## src/rtl/seg_scan_ctrl.sv

```systemverilog
// Four-digit multiplexed 7-segment scan controller with blanking dead-time and a
// req/ack write port whose contents are committed to the display only at frame boundaries.
module seg_scan_ctrl #(
  parameter int DIGIT_CYC = 12000,
  parameter int BLANK_CYC = 480
) (
  input  logic        CLK,
  input  logic        sys_rstn,
  input  logic [15:0] wr_val,
  input  logic [3:0]  wr_dp,
  input  logic [3:0]  wr_blank,
  input  logic        wr_req,
  output logic        wr_ack,
  output logic        frame_tick,
  output logic [3:0]  DS_EN,
  output logic [6:0]  DS_SEG,
  output logic        DS_DP
);
  localparam int CW = (DIGIT_CYC > 2) ? $clog2(DIGIT_CYC) : 1;

  typedef struct packed {
    logic [15:0] val;
    logic [3:0]  dp;
    logic [3:0]  blank;
  } disp_t;

  localparam disp_t DISP_RST = '{val: 16'h0, dp: 4'h0, blank: 4'hF};

  logic [CW-1:0] cnt_q, cnt_d;
  logic [1:0]    idx_q, idx_d;
  logic          pend_q, pend_d;
  disp_t         stg_q, stg_d;
  disp_t         sh_q, sh_d;
  logic          ack_q, ack_d;
  logic          tick_q, tick_d;
  logic [3:0]    en_q, en_d;
  logic [6:0]    seg_q, seg_d;
  logic          dp_q, dp_d;

  logic          wrap, bnd, on;
  logic [3:0]    nib;

  // Active-high {G..A} pattern for a hex nibble.
  function automatic logic [6:0] seg_dec(input logic [3:0] n);
    case (n)
      4'h0: seg_dec = 7'h3F;  4'h1: seg_dec = 7'h06;
      4'h2: seg_dec = 7'h5B;  4'h3: seg_dec = 7'h4F;
      4'h4: seg_dec = 7'h66;  4'h5: seg_dec = 7'h6D;
      4'h6: seg_dec = 7'h7D;  4'h7: seg_dec = 7'h07;
      4'h8: seg_dec = 7'h7F;  4'h9: seg_dec = 7'h6F;
      4'hA: seg_dec = 7'h77;  4'hB: seg_dec = 7'h7C;
      4'hC: seg_dec = 7'h39;  4'hD: seg_dec = 7'h5E;
      4'hE: seg_dec = 7'h79;  default: seg_dec = 7'h71;
    endcase
  endfunction

  always_comb begin
    wrap   = (cnt_q == CW'(DIGIT_CYC - 1));
    bnd    = wrap && (idx_q == 2'd3);
    cnt_d  = wrap ? '0 : cnt_q + 1'b1;
    idx_d  = wrap ? idx_q + 2'd1 : idx_q;
    pend_d = pend_q;
    stg_d  = stg_q;
    sh_d   = sh_q;
    tick_d = bnd;
    ack_d  = 1'b0;

    // Commit needs pending set before this edge; capture needs it clear, so the
    // two never happen on the same edge.
    if (bnd && pend_q) begin
      sh_d   = stg_q;
      pend_d = 1'b0;
    end
    if (wr_req && !pend_q && !ack_q) begin
      stg_d  = '{val: wr_val, dp: wr_dp, blank: wr_blank};
      pend_d = 1'b1;
      ack_d  = 1'b1;
    end

    // Pins are decoded from next-state so they change together with cnt/idx.
    on    = (cnt_d >= CW'(BLANK_CYC)) && !sh_d.blank[idx_d];
    nib   = sh_d.val[{idx_d, 2'b00} +: 4];
    en_d  = 4'hF;
    seg_d = 7'h7F;
    dp_d  = 1'b1;
    if (on) begin
      en_d[idx_d] = 1'b0;
      seg_d       = ~seg_dec(nib);
      dp_d        = ~sh_d.dp[idx_d];
    end
  end

  always_ff @(posedge CLK) begin
    if (!sys_rstn) begin
      cnt_q  <= '0;
      idx_q  <= '0;
      pend_q <= 1'b0;
      stg_q  <= DISP_RST;
      sh_q   <= DISP_RST;
      ack_q  <= 1'b0;
      tick_q <= 1'b0;
      en_q   <= 4'hF;
      seg_q  <= 7'h7F;
      dp_q   <= 1'b1;
    end else begin
      cnt_q  <= cnt_d;
      idx_q  <= idx_d;
      pend_q <= pend_d;
      stg_q  <= stg_d;
      sh_q   <= sh_d;
      ack_q  <= ack_d;
      tick_q <= tick_d;
      en_q   <= en_d;
      seg_q  <= seg_d;
      dp_q   <= dp_d;
    end
  end

  assign wr_ack     = ack_q;
  assign frame_tick = tick_q;
  assign DS_EN      = en_q;
  assign DS_SEG     = seg_q;
  assign DS_DP      = dp_q;
endmodule

```

## config.mk

```make
export PLATFORM = sky130hd
export DESIGN_NAME = seg_scan_ctrl
export DESIGN_NICKNAME = d
export VERILOG_FILES = /design/src/rtl/seg_scan_ctrl.sv
export SDC_FILE = /design/constraint.sdc
export NUM_CORES = 1
export LEC_CHECK = 0
export ABC_CLOCK_PERIOD_IN_PS = 4200
export CAP_MARGIN = 20
export CORE_AREA = 2 2 91 93
export CTS_CLUSTER_DIAMETER = 200
export DETAILED_ROUTE_END_ITERATION = 6
export DIE_AREA = 0 0 93 95
export SETUP_SLACK_MARGIN = 0.3
export SLEW_MARGIN = 20
export SYNTH_ARGS = -nofsm -noshare
export SYNTH_HDL_FRONTEND = slang
export SYNTH_SLANG_ARGS = --single-unit
export TNS_END_PERCENT = 5
```

## constraint.sdc

```tcl
create_clock -name CLK -period 4.2 [get_ports CLK]
set_input_delay 0.84 -clock CLK [delete_from_list [all_inputs] [get_ports CLK]]
set_output_delay 0.84 -clock CLK [all_outputs]
set_load 0.05 [all_outputs]
```

After elaboration in Yosys (flattened, before gate mapping). Memory sizes are Yosys's and may differ from the RTL's. Index checks and enable logic that the tools add are counted.

Register bits after elaboration: 79. Memory bits (read-only): 112. Input port bits: 27. Output and inout bits: 14. Logic and storage cells: 50. Memories: 1.

Memory list: (no name shown) (depth 16, bits a word 7, rd ports 1, clocked after memory_dff 0, wr ports 0, line 45) `case (n)`.

Add/subtract/negate cells: 2. Order comparisons: 3. Eq/ne operators: 2. Shifts and indexed selects: 1. Muxes and demuxes: 13. Bitwise operators: 3. Reduce and logical (&&, ||, !) cells: 11.

Operators with widths (count): two-way mux 24 bit (1); indexed part select 16 x 5 -> 4 bit (1); adder 14 x 1 -> 14 bit (second input constant) (1); equality test 14 bit (second input constant) (1); greater-or-equal comparator 14 x 9 -> 1 bit (second input constant) (1); two-way mux 14 bit (1); two-way mux 7 bit (1); inverter 7 bit (1); logical AND 1 bit (6); two-way mux 1 bit (6); binary-select mux 1 bit (select 2 bit) (2); inverter 4 bit (1); zero test 1 bit (3); < comparator 2 x 3 -> 1 bit (second input constant) (1); adder 2 x 1 -> 2 bit (second input constant) (1); demux 1 bit (select 2 bit) (1); equality test 2 bit (second input constant) (1); greater-or-equal comparator 2 x 1 -> 1 bit (second input constant) (1); two-way mux 2 bit (1); AND reduction 2 bit (1); nonzero test 2 bit (1); inverter 1 bit (1).

Longest topological paths before layout.
Depth after elaboration: 10. Depth in mapped cells: 13. Depth with buffers taken out: 11.

Worst setup path after synthesis. No wires, ideal clock.

Path kind: reg-to-reg. Start: reg cnt_q[5]. End: reg seg_q[0] (netlist: DS_SEG[0]). Arrival time: 3.091 ns. Required time: 4.077 ns. Slack: 0.986 ns. Stages on the path, launching flop included: 12. Cells stage by stage: dfxtp_1 > or4b_4 > or4_4 > buf_6 > buf_4 > mux2i_1 > nor2_1 > nor4_2 > inv_1 > ha_1 > nor3_1 > o31ai_2.

Cells in the longest elaborated chain, start to end: 9. Elaborated cells between the ends (all ways): 17. Those cells by class: 1 x add/sub; 1 x order compare; 1 x eq/ne; 1 x shift; 6 x mux; 1 x bitwise; 5 x reduce/logical; 1 x memory.

RTL lines: start, declared (line 29) `logic [CW-1:0] cnt_q, cnt_d;`; start signal, assigned (line 106) `cnt_q <= cnt_d;`; parallel branches: the longest is 9 deep, another holds adder 14 x 1 -> 14 bit; end signal, assigned (line 114) `seg_q <= seg_d;`; end, declared (line 37) `logic [6:0] seg_q, seg_d;`.

Several ways; the timed one is not identified. The select of a mux whose other input is x is not followed. A chain may end at the register's enable or synchronous reset.

Final worst setup path.
Start: reg cnt_q[0]. End: reg seg_q[6] (netlist: DS_SEG[6]).

Same word-level chain as after synthesis.

==> results.txt <==
Max FO, Critical Path: 25
met1 Use GR: 21.0%
pin count of the biggest net entering global routing: 56
DRC violation count after routing: 0
via density per instance: 4.93
Post-Route WL: 6610 um
max-slew violations: 0
site row count: 33
placer's final routability congestion estimate: 0.729
setup repair after global routing missed its margin: no
PortBufs: 40
power per cell area: 359 nW/um2
final-stage net count: 435
layer carrying the most global-route usage: met2
Resized Gates After CTS: 0
termination of the worst setup path: DS_SEG[6]
number of failing setup endpoints in the final timing report: 0
register area share after synthesis: 46.4%
die width: 93 um
synthesized instance count: 365
number of H-tree levels: 3
Die ar.: 8840 um2
setup TNS: 0 ns
upper clock frequency limit: 0.282 GHz
reg2reg end: DS_SEG[6]
Sinks on Clock Net: 79
antenna cells: 0
wire length of the first global-routing pass: 11,200 um
type of the tightest min-delay check: flip-flop to flip-flop
cells along the critical path: ha_1 -> nand4_1 -> or4_4 -> mux2i_1 -> nor2_1 -> nor4_2 -> inv_1 -> ha_1 -> mux2i_1 -> o221ai_1
R2R cell count: 10
post-synth design cell area: 3410 um2
worst reg-to-reg setup slack: 0.65 ns
maximum VDD drop: 158 uV
number of global-route vias before repair: 2,363
Yosys warning count: 0
Initial DRT Pass Iterations: 4
Placed Cells incl. Taps: 494
Crit. End Element: flip-flop
Bufs on Longest Clock Path: 2
Cell Count, Final, Fillers Out: 510
total grt overflow: 0
outcome: finished, final reports clean
CP arrival: 3.76 ns
worst-path cell with the longest stage delay: sky130_fd_sc_hd__or4_4
CTS root buf: sky130_fd_sc_hd__clkbuf_8
proportion of layout cells with a drive suffix above 1: 8.15%
critical register-to-register path startpoint: cnt_q[0]
worst slack on hold paths: 0.467 ns
Async SR Flop Fraction: 0%
Global Route Usage Sum: 16.4%
Top FF cell, synth: sky130_fd_sc_hd__dfxtp_1
critical path launch point: cnt_q[0]
placeable core region: 7930 um2
latest clock arrival within the worst-skew pair: 0.35 ns
critical path start-end classification: flip-flop to flip-flop
number of flip-flops and latches in the synthesized netlist: 79
Worst-path clk slew: 0.08 ns
number of buffers inserted by hold repair at cts: 0
final antenna-violating net count: 0
clock period minus worst slack: 3.55 ns
transition time of the tightest slew-check pin: 0.915 ns
WP data required: 4.41 ns
Vias: 2,515
dpl hpwl: 4640 um
number of flops mapped to enable cells by yosys: 0
leak pwr: 1.68 nW
# fillers: 766
family with the most delay on the worst path: simple AND/OR/NAND/NOR gates
number of top-level pins: 41
slowest stage delay, CP: 0.86 ns
clock tree from TritonCTS: done
kind of start point of the critical path: flip-flop
Synth-to-Final Area Change: 20.3%
Fin Clk Skew: 0.0148 ns
Synth cell types: 42
normalized max-slew margin: 39.0%
max-capacitance violation count: 0
Post-CTS Setup Repair Bufs: 0
average cell area after synthesis: 9.33 um2
fraction of the cycle the final worst path needs: 84.5%
cts bufs inserted: 9
CP bufs+invs: 1
Hold Violations, Final: 0
met3 usage in global routing: 5.27%
routed wire length per instance: 13.0 um
Levels on crit path: 10
starting density of the core: 43.0%
DRC marker count from the first detailed-route iteration: 85
GR Util met2: 26.3%
Chip Height: 95 um
antenna violations before repair: 0
Syn Nets: 400
total power: 1.47 mW
[worst min-delay path by stage]
stage / depth (start not counted) / start / to / slack [ns]
5_1_grt: 1 / cnt_q[0] / cnt_q[0] / 0.49
2_1_floorplan: 1 / cnt_q[0] / cnt_q[0] / 0.43
3_5_place_dp: 1 / cnt_q[0] / cnt_q[0] / 0.45
4_1_cts: 2 / stg_q[8] / stg_q[8] / 0.47
6_report: 2 / stg_q[8] / stg_q[8] / 0.47
3_3_place_gp: 1 / cnt_q[0] / cnt_q[0] / 0.44
[metal layers]
metal / wire length, um / share of wire [%] / vias up
met5: 0 / 0 / -
met4: 129 / 2.0 / 0
met3: 302 / 4.6 / 12
met2: 2960 / 45 / 49
met1: 3220 / 49 / 1142
li1: - / - / 1312
[synth_stat cells, types with 5 or more instances]
cell | n | share of area [%]
sky130_fd_sc_hd__o211ai_1 | 5 | 1.1
sky130_fd_sc_hd__inv_1 | 5 | 0.55
sky130_fd_sc_hd__a21boi_0 | 21 | 4.6
sky130_fd_sc_hd__nand2_1 | 67 | 7.4
sky130_fd_sc_hd__dfxtp_1 | 79 | 46
sky130_fd_sc_hd__nand3_1 | 16 | 2.4
sky130_fd_sc_hd__xnor2_1 | 9 | 2.3
sky130_fd_sc_hd__clkbuf_1 | 15 | 1.7
sky130_fd_sc_hd__nor2_1 | 28 | 3.1
sky130_fd_sc_hd__xor2_1 | 5 | 1.3
sky130_fd_sc_hd__ha_1 | 8 | 2.9
sky130_fd_sc_hd__nor2b_1 | 24 | 4.4
sky130_fd_sc_hd__mux2i_1 | 30 | 8.8
[final cells by class]
class                           instances  area, um2  share of cell area [%]
Multi-Input combinational cell        261       1720                    41.9
Sequential cell                        79       1580                    38.6
Timing Repair Buffer                   44        430                    10.5
Tap cell                              105        131                    3.21
Clock buffer                            9        124                    3.02
Clock inverter                          7       95.1                    2.32
Inverter                                5       18.8                   0.458
[stage by stage]
step                      utilization (%)  worst slack [ns]  area (um2)
after global placement               48.9             0.762        3880
after global routing                 51.7             0.304        4100
after detailed placement             48.9             0.679        3880
after CTS                            51.7             0.624        4100
final                                51.7             0.651        4100
after floorplan                         -             0.986        3410
[power breakdown]
group	leakage [nW]	switching, mW	internal, mW	total, mW
sequential	0.642	0.0120	0.767	0.779
combinational	0.924	0.0361	0.0419	0.0780
clock	0.110	0.278	0.335	0.613
[logic make-up (layout without fill, tap and decap cells)]
group | Yosys count | count (layout) | synth area share [%]
and+or+nand+nor | 161 | 161 | 23.8
DFF | 79 | 79 | 46.4
AOI/OAI and AO/OA | 45 | 45 | 10.2
muxes | 33 | 33 | 9.92
buffers and inverters | 25 | 65 | 3.19
xor gates and xnor gates | 14 | 14 | 3.60
adders and majority gates | 8 | 8 | 2.94
[cell usage in the layout, fill, tap and decap left out, types with 3 or more instances in the layout]
cell / n
sky130_fd_sc_hd__a21boi_0: 21
sky130_fd_sc_hd__a22oi_1: 4
sky130_fd_sc_hd__and2_1: 3
sky130_fd_sc_hd__buf_4: 4
sky130_fd_sc_hd__clkbuf_8: 9
sky130_fd_sc_hd__clkdlybuf4s50_1: 40
sky130_fd_sc_hd__dfxtp_1: 79
sky130_fd_sc_hd__ha_1: 8
sky130_fd_sc_hd__inv_1: 5
sky130_fd_sc_hd__mux2i_1: 30
sky130_fd_sc_hd__nand2_1: 67
sky130_fd_sc_hd__nand2b_1: 3
sky130_fd_sc_hd__nand3_1: 16
sky130_fd_sc_hd__nor2_1: 28
sky130_fd_sc_hd__nor2b_1: 24
sky130_fd_sc_hd__nor4_1: 3
sky130_fd_sc_hd__o211ai_1: 5
sky130_fd_sc_hd__o221ai_1: 4
sky130_fd_sc_hd__o22ai_1: 3
sky130_fd_sc_hd__xnor2_1: 9
sky130_fd_sc_hd__xor2_1: 5
[worst register-to-register path, stage by stage, from the launching register on]
cell and delay, ns:
sky130_fd_sc_hd__dfxtp_1 0.38, sky130_fd_sc_hd__ha_1 0.22, sky130_fd_sc_hd__nand4_1 0.30, sky130_fd_sc_hd__or4_4 0.86, sky130_fd_sc_hd__mux2i_1 0.28, sky130_fd_sc_hd__nor2_1 0.07, sky130_fd_sc_hd__nor4_2 0.51, sky130_fd_sc_hd__inv_1 0.19
sky130_fd_sc_hd__ha_1 0.26, sky130_fd_sc_hd__mux2i_1 0.17, sky130_fd_sc_hd__o221ai_1 0.15
[flip-flops by register name (all words and copies together), names as in the netlist]
name        flops
idx_q           2
frame_tick      1
DS_DP           1
DS_SEG          7
pend_q          1
sh_q           24
DS_EN           4
wr_ack          1
cnt_q          14
stg_q          24
(Power assumes the default switching activity.)
